File: config.mk
export PLATFORM = sky130hd
export DESIGN_NAME = shift_pipe
export DESIGN_NICKNAME = d
export VERILOG_FILES = /design/src/rtl/shift_pipe.sv
export SDC_FILE = /design/constraint.sdc
export NUM_CORES = 1
export LEC_CHECK = 0
export BUFFER_PORTS_ARGS = -buffer_cell sky130_fd_sc_hd__buf_2
export CELL_PAD_IN_SITES_DETAIL_PLACEMENT = 1
export CELL_PAD_IN_SITES_GLOBAL_PLACEMENT = 2
export CORE_MARGIN = 1.5
export CORE_UTILIZATION = 37
export DETAILED_ROUTE_END_ITERATION = 10
export HOLD_SLACK_MARGIN = 0.1
export PLACE_DENSITY_LB_ADDON = 0.1
export RECOVER_POWER = 25
export SLEW_MARGIN = 25
export SYNTH_ARGS = -nofsm -noshare
export SYNTH_HDL_FRONTEND = slang
export SYNTH_SLANG_ARGS = --single-unit
export TNS_END_PERCENT = 20
File: constraint.sdc
create_clock -name clk -period 2.74 [get_ports clk]
set_clock_uncertainty 0.2 [all_clocks]
set_input_delay 0.274 -clock clk [delete_from_list [all_inputs] [get_ports clk]]
set_output_delay 0.274 -clock clk [all_outputs]
set_load 0.02 [all_outputs]
File: src/rtl/shift_pipe.sv
// Two-stage pipelined 32-bit shifter (SRL/SRA/SLL) with valid/ready on both sides.
// Define SHIFT_PIPE_ROTATE_EN to make op 11 a rotate-right; otherwise op 11 decodes as SRL.
module shift_pipe #(
   parameter int WIDTH   = 32,
   parameter int SHAMT_W = 5
) (
   input  logic               clk,
   input  logic               rst_n,
   input  logic               in_valid,
   output logic               in_ready,
   input  logic [WIDTH-1:0]   in_data,
   input  logic [SHAMT_W-1:0] in_shamt,
   input  logic [1:0]         in_op,
   output logic               out_valid,
   input  logic               out_ready,
   output logic [WIDTH-1:0]   out_data
);

   typedef enum logic [1:0] {
      OP_SRL = 2'b00,
      OP_SRA = 2'b01,
      OP_SLL = 2'b10,
      OP_ROR = 2'b11
   } shift_op_e;

   logic               s1_valid;
   logic               s1_left;
   logic               s1_fill;
   logic [WIDTH-1:0]   s1_operand;
   logic [SHAMT_W-1:0] s1_shamt;
`ifdef SHIFT_PIPE_ROTATE_EN
   logic               s1_rot;
`endif
   logic               s2_valid;
   logic               s2_adv;
   logic               s1_adv;
   logic               in_fire;
   logic [WIDTH-1:0]   shifted;
   logic [WIDTH-1:0]   prev;
   logic [WIDTH-1:0]   result;
   logic [SHAMT_W-1:0] src;
   shift_op_e          op;

   function automatic logic [WIDTH-1:0] bit_rev(input logic [WIDTH-1:0] x);
      logic [WIDTH-1:0] r;
      for (int i = 0; i < WIDTH; i++) r[i] = x[WIDTH-1-i];
      return r;
   endfunction

   assign op        = shift_op_e'(in_op);
   assign s2_adv    = !s2_valid || out_ready;
   assign s1_adv    = !s1_valid || s2_adv;
   assign in_ready  = s1_adv;
   assign in_fire   = in_valid && s1_adv;
   assign out_valid = s2_valid;

   // Log shifter, 16/8/4/2/1; src wraps modulo WIDTH so the rotate path reuses the same index.
   always_comb begin
      shifted = s1_operand;
      prev    = s1_operand;
      src     = '0;
      for (int s = SHAMT_W - 1; s >= 0; s--) begin
         if (s1_shamt[s]) begin
            prev = shifted;
            for (int i = 0; i < WIDTH; i++) begin
               src = SHAMT_W'(i + (1 << s));
               if (i + (1 << s) < WIDTH)
                  shifted[i] = prev[src];
`ifdef SHIFT_PIPE_ROTATE_EN
               else if (s1_rot)
                  shifted[i] = prev[src];
`endif
               else
                  shifted[i] = s1_fill;
            end
         end
      end
      result = s1_left ? bit_rev(shifted) : shifted;
   end

   // NOTE: sequential state uses non-blocking assignments so every register samples pre-edge values.
   always_ff @(posedge clk or negedge rst_n) begin
      if (!rst_n) begin
         s1_valid   <= 1'b0;
         s1_left    <= 1'b0;
         s1_fill    <= 1'b0;
         s1_operand <= '0;
         s1_shamt   <= '0;
`ifdef SHIFT_PIPE_ROTATE_EN
         s1_rot     <= 1'b0;
`endif
      end else begin
         if (s1_adv) s1_valid <= in_valid;
         if (in_fire) begin
            s1_left    <= (op == OP_SLL);
            s1_operand <= (op == OP_SLL) ? bit_rev(in_data) : in_data;
            s1_fill    <= (op == OP_SRA) && in_data[WIDTH-1];
            s1_shamt   <= in_shamt;
`ifdef SHIFT_PIPE_ROTATE_EN
            s1_rot     <= (op == OP_ROR);
`endif
         end
      end
   end

   // out_data only moves when stage 2 advances, so it holds under backpressure and after drain.
   always_ff @(posedge clk or negedge rst_n) begin
      if (!rst_n) begin
         s2_valid <= 1'b0;
         out_data <= '0;
      end else if (s2_adv) begin
         s2_valid <= s1_valid;
         if (s1_valid) out_data <= result;
      end
   end

endmodule
==> flow_summary.yaml <==
layout:
  drive_gt1_frac: 0.256
  nNetsFinal: 742
  syn_to_final_growth_pct: 27.9
  antenna_cells: 0
  fillers: 1674
  postLayoutCoreUtil: 0.484
timing:
  whs_ns: 0.288
  slew_violations: 0
  tightestPinTransition_ns: 0.784
  layout_setup_ws_ns: 0.136
  fmax_ghz: 0.384
  min_period_ns: 2.60
  fin_tns_setup_ns: 0
  period_share: 0.950
  hold_viol_final: 0
  relSlewSlack: 0.477
  rsz0062_at_grt: "no"
  setup_viol: 0
detailed_routing:
  routedWlPerCell_microns: 22.3
  wl_mm: 19.8
  drt-initial-drc-count: 302
  via_per_inst: 5.96
  drtPass1Iterations: 5
  antenna_left: 0
  vias: 5296
  drcViolationCount: 0
logic_synthesis:
  synth_edf_count: 0
  ys.flop_type: "dfrtp_1"
  synth_top_area_share: 0.332
  synth.net_count: 623
  synth_mux_area_frac: 0.241
  yosys.area_share.adder: 0
  ys_seq_area_frac: 0.332
  synth_most_common_cell: "nand2_1"
  avgSynthCellArea_sq_um: 9.49
  synth_area_sq_um: 5500
  yosysUniqueCellTypes: 68
  synthArstFlopShare: 1.00
  synth_compound_area_frac: 0.233
  synthSimpleGateAreaFrac: 0.136
  synth_xor_area_frac: 0
  postSynthCellCount: 580
  synth.area.top_cells: "dfrtp_1 (33%), mux2i_1 (11%), mux4_2 (9.0%)"
  yosysTopAreaCell: "dfrtp_1"
  yosys_warnings: 0
  synth_top_family_by_area: "multiplexers"
  synth_seq_cells: 73
  netlist_top_cells_count: "nand2_1 (79), dfrtp_1 (73), mux2i_1 (62), o21ai_0 (51), clkbuf_1 (29)"
clock_tree:
  clkTransAtPathRegs_ns: 0.06
  numCtsBuffers: 9
  clk_latency_ns: 0.35
  cts_root_buf: "clkbuf_16"
  postCtsSetupBuffers: 0
  tritoncts: "done"
  cts_buffer_depth: 2
  cts_max_level: 3
  cts.sinks: 73
floorplan:
  die_area_sq_um: 15600
  die_height_microns: 125
  ios: 77
  coreArea_sq_um: 14500
  die_w_microns: 125
  num_rows: 44
  initial_utilization: 0.379
pwr:
  cellPowerDensity_nw_per_um2: 738
  peakVddDrop_mv: 0.345
  p_leak_nw: 2.95
worst_setup_path:
  arrival_ns: 2.64
  end_kind: "flip-flop"
  path_buf_inv: 1
  critPathSlowestCell: "dfrtp_4"
  reg2reg_depth: 6
  worstSetupStartpointType: "flip-flop"
  cp_max_fo: 23
  critical_path_required_ns: 2.78
  r2r-end: "out_data[29]$_DFFE_PN0P_"
  critPathTopFamily: "multiplexers"
  cp_cell_sequence: "buf_12 > mux2i_1 > a22oi_1 > and3_1 > mux4_2 > a21o_1"
  slowest_delay_ns: 0.61
  path_class: "flip-flop to flip-flop"
  r2r_setup_slack_ns: 0.14
  timing.rr.start: "s1_shamt[1]$_DFFE_PN0P_"
job:
  drv_cap: 0
min_path:
  holdPathEnd: "out_data[19]$_DFFE_PN0P_"
  min-delay-path-class: "flip-flop to flip-flop"
  hold_depth: 2
  min_from: "out_data[19]$_DFFE_PN0P_"
grt:
  grt_max_degree: 74
  grt_pass1_wl_mm: 32.0
  antenna_found_initial: 0
  grt_usage: 0.264
  grt_pass1_vias: 5625
  grt_overflow_total: 0
place:
  io_buffers: 76
  gp_congestion: 0.978
  post-dp-hpwl_mm: 14.4
  placement.setup.worst_slack_ns: 0.0986
outcome:
  status: "finished clean"
final cells by class:
class | count | area (sq um) | share of cell area
multi-input combinational | 445 | 3360 | 0.478
clock inverter | 5 | 78.8 | 0.0112
inverter | 5 | 18.8 | 0.00267
clock buffer | 11 | 243 | 0.0345
sequential | 73 | 1830 | 0.260
timing repair buffer | 165 | 1270 | 0.180
tap | 184 | 230 | 0.0327
cells in the final DEF, fill, tap and decap left out, types with 4 or more instances in the layout:
| cell | n |
|---|---|
| nand2_1 | 78 |
| buf_2 | 75 |
| dfrtp_1 | 71 |
| mux2i_1 | 62 |
| dlygate4sd3_1 | 59 |
| o21ai_0 | 51 |
| buf_4 | 24 |
| mux4_2 | 22 |
| nor2_1 | 21 |
| a21oi_1 | 21 |
| o211ai_1 | 21 |
| mux2_2 | 15 |
| a22oi_1 | 13 |
| o22ai_1 | 11 |
| nand2b_1 | 9 |
| o21ai_1 | 9 |
| clkbuf_16 | 9 |
| o32ai_1 | 8 |
| nor3_1 | 8 |
| buf_12 | 6 |
| nor3b_1 | 5 |
| a211oi_1 | 5 |
| a31oi_1 | 5 |
| a311oi_1 | 5 |
| nor2b_1 | 4 |
| a211oi_2 | 4 |
| nand3_1 | 4 |
| o31ai_1 | 4 |
| a221oi_1 | 4 |
sequential cells by signal, summed over array words and instances (netlist names):
signal / count
out_data: 32
out_valid: 1
s1_fill: 1
s1_left: 1
s1_operand: 32
s1_shamt: 5
s1_valid: 1
report_power, final:
part	leakage [nW]	switching (mW)	internal [mW]
combinational	1.89	1.33	0.953
clock	0.159	0.470	0.821
sequential	0.904	0.284	1.34
total	2.95	2.09	3.11
tightest hold or removal path, delay by kind of cell (launching register included):
family,cells,cell delay (ns)
DFF,1,0.33
and+or+nand+nor,1,0.05
AOI/OAI and AO/OA,1,0.07
routing by layer:
| metal | wire length (microns) | share of wire | track usage |
|---|---|---|---|
| met1 | 8760 | 0.44 | 0.346 |
| met4 | 595 | 0.030 | 0.0969 |
| met3 | 827 | 0.042 | 0.0432 |
| met2 | 9650 | 0.49 | 0.441 |
| met5 | 0 | 0 | 0 |
how the worst max path moves through the flow:
| stage | startpoint | to | slack (ns) | depth (start not counted) |
|---|---|---|---|---|
| final | s1_shamt[1]$_DFFE_PN0P_ | out_data[29]$_DFFE_PN0P_ | 0.14 | 6 |
| after global placement | s1_shamt[1]$_DFFE_PN0P_ | out_data[29]$_DFFE_PN0P_ | 0.12 | 6 |
| after detailed placement | s1_shamt[1]$_DFFE_PN0P_ | out_data[20]$_DFFE_PN0P_ | 0.1 | 6 |
| after CTS | s1_shamt[1]$_DFFE_PN0P_ | out_data[20]$_DFFE_PN0P_ | 0.08 | 6 |
| after floorplan | s1_shamt[3]$_DFFE_PN0P_ | out_data[29]$_DFFE_PN0P_ | 0.62 | 7 |
| after global routing | s1_shamt[1]$_DFFE_PN0P_ | out_data[20]$_DFFE_PN0P_ | 0.04 | 6 |
metrics by stage:
| step | instance area (sq um) | total power, mW | cells |
|---|---|---|---|
| after floorplan | 5500 | 3.05 | 580 |
| after CTS | 7040 | 5.22 | 888 |
| final | 7040 | 5.20 | 888 |
| after global routing | 7040 | 5.49 | 888 |
| after detailed placement | 6120 | 3.84 | 813 |
| after global placement | 6120 | 3.80 | 813 |
cells by family after synthesis:
| kind of cell | after synthesis |
|---|---|
| AOI/OAI and AO/OA | 186 |
| buffers and inverters | 62 |
| DFF | 73 |
| muxes | 102 |
| and+or+nand+nor | 157 |
timing repair:
action	4_1_cts	5_1_grt
hold buffers	59	0
endpoints found under the setup margin	0	4
hold endpoints to repair	113	0
resized for setup	0	1
(Power assumes the default switching activity.)
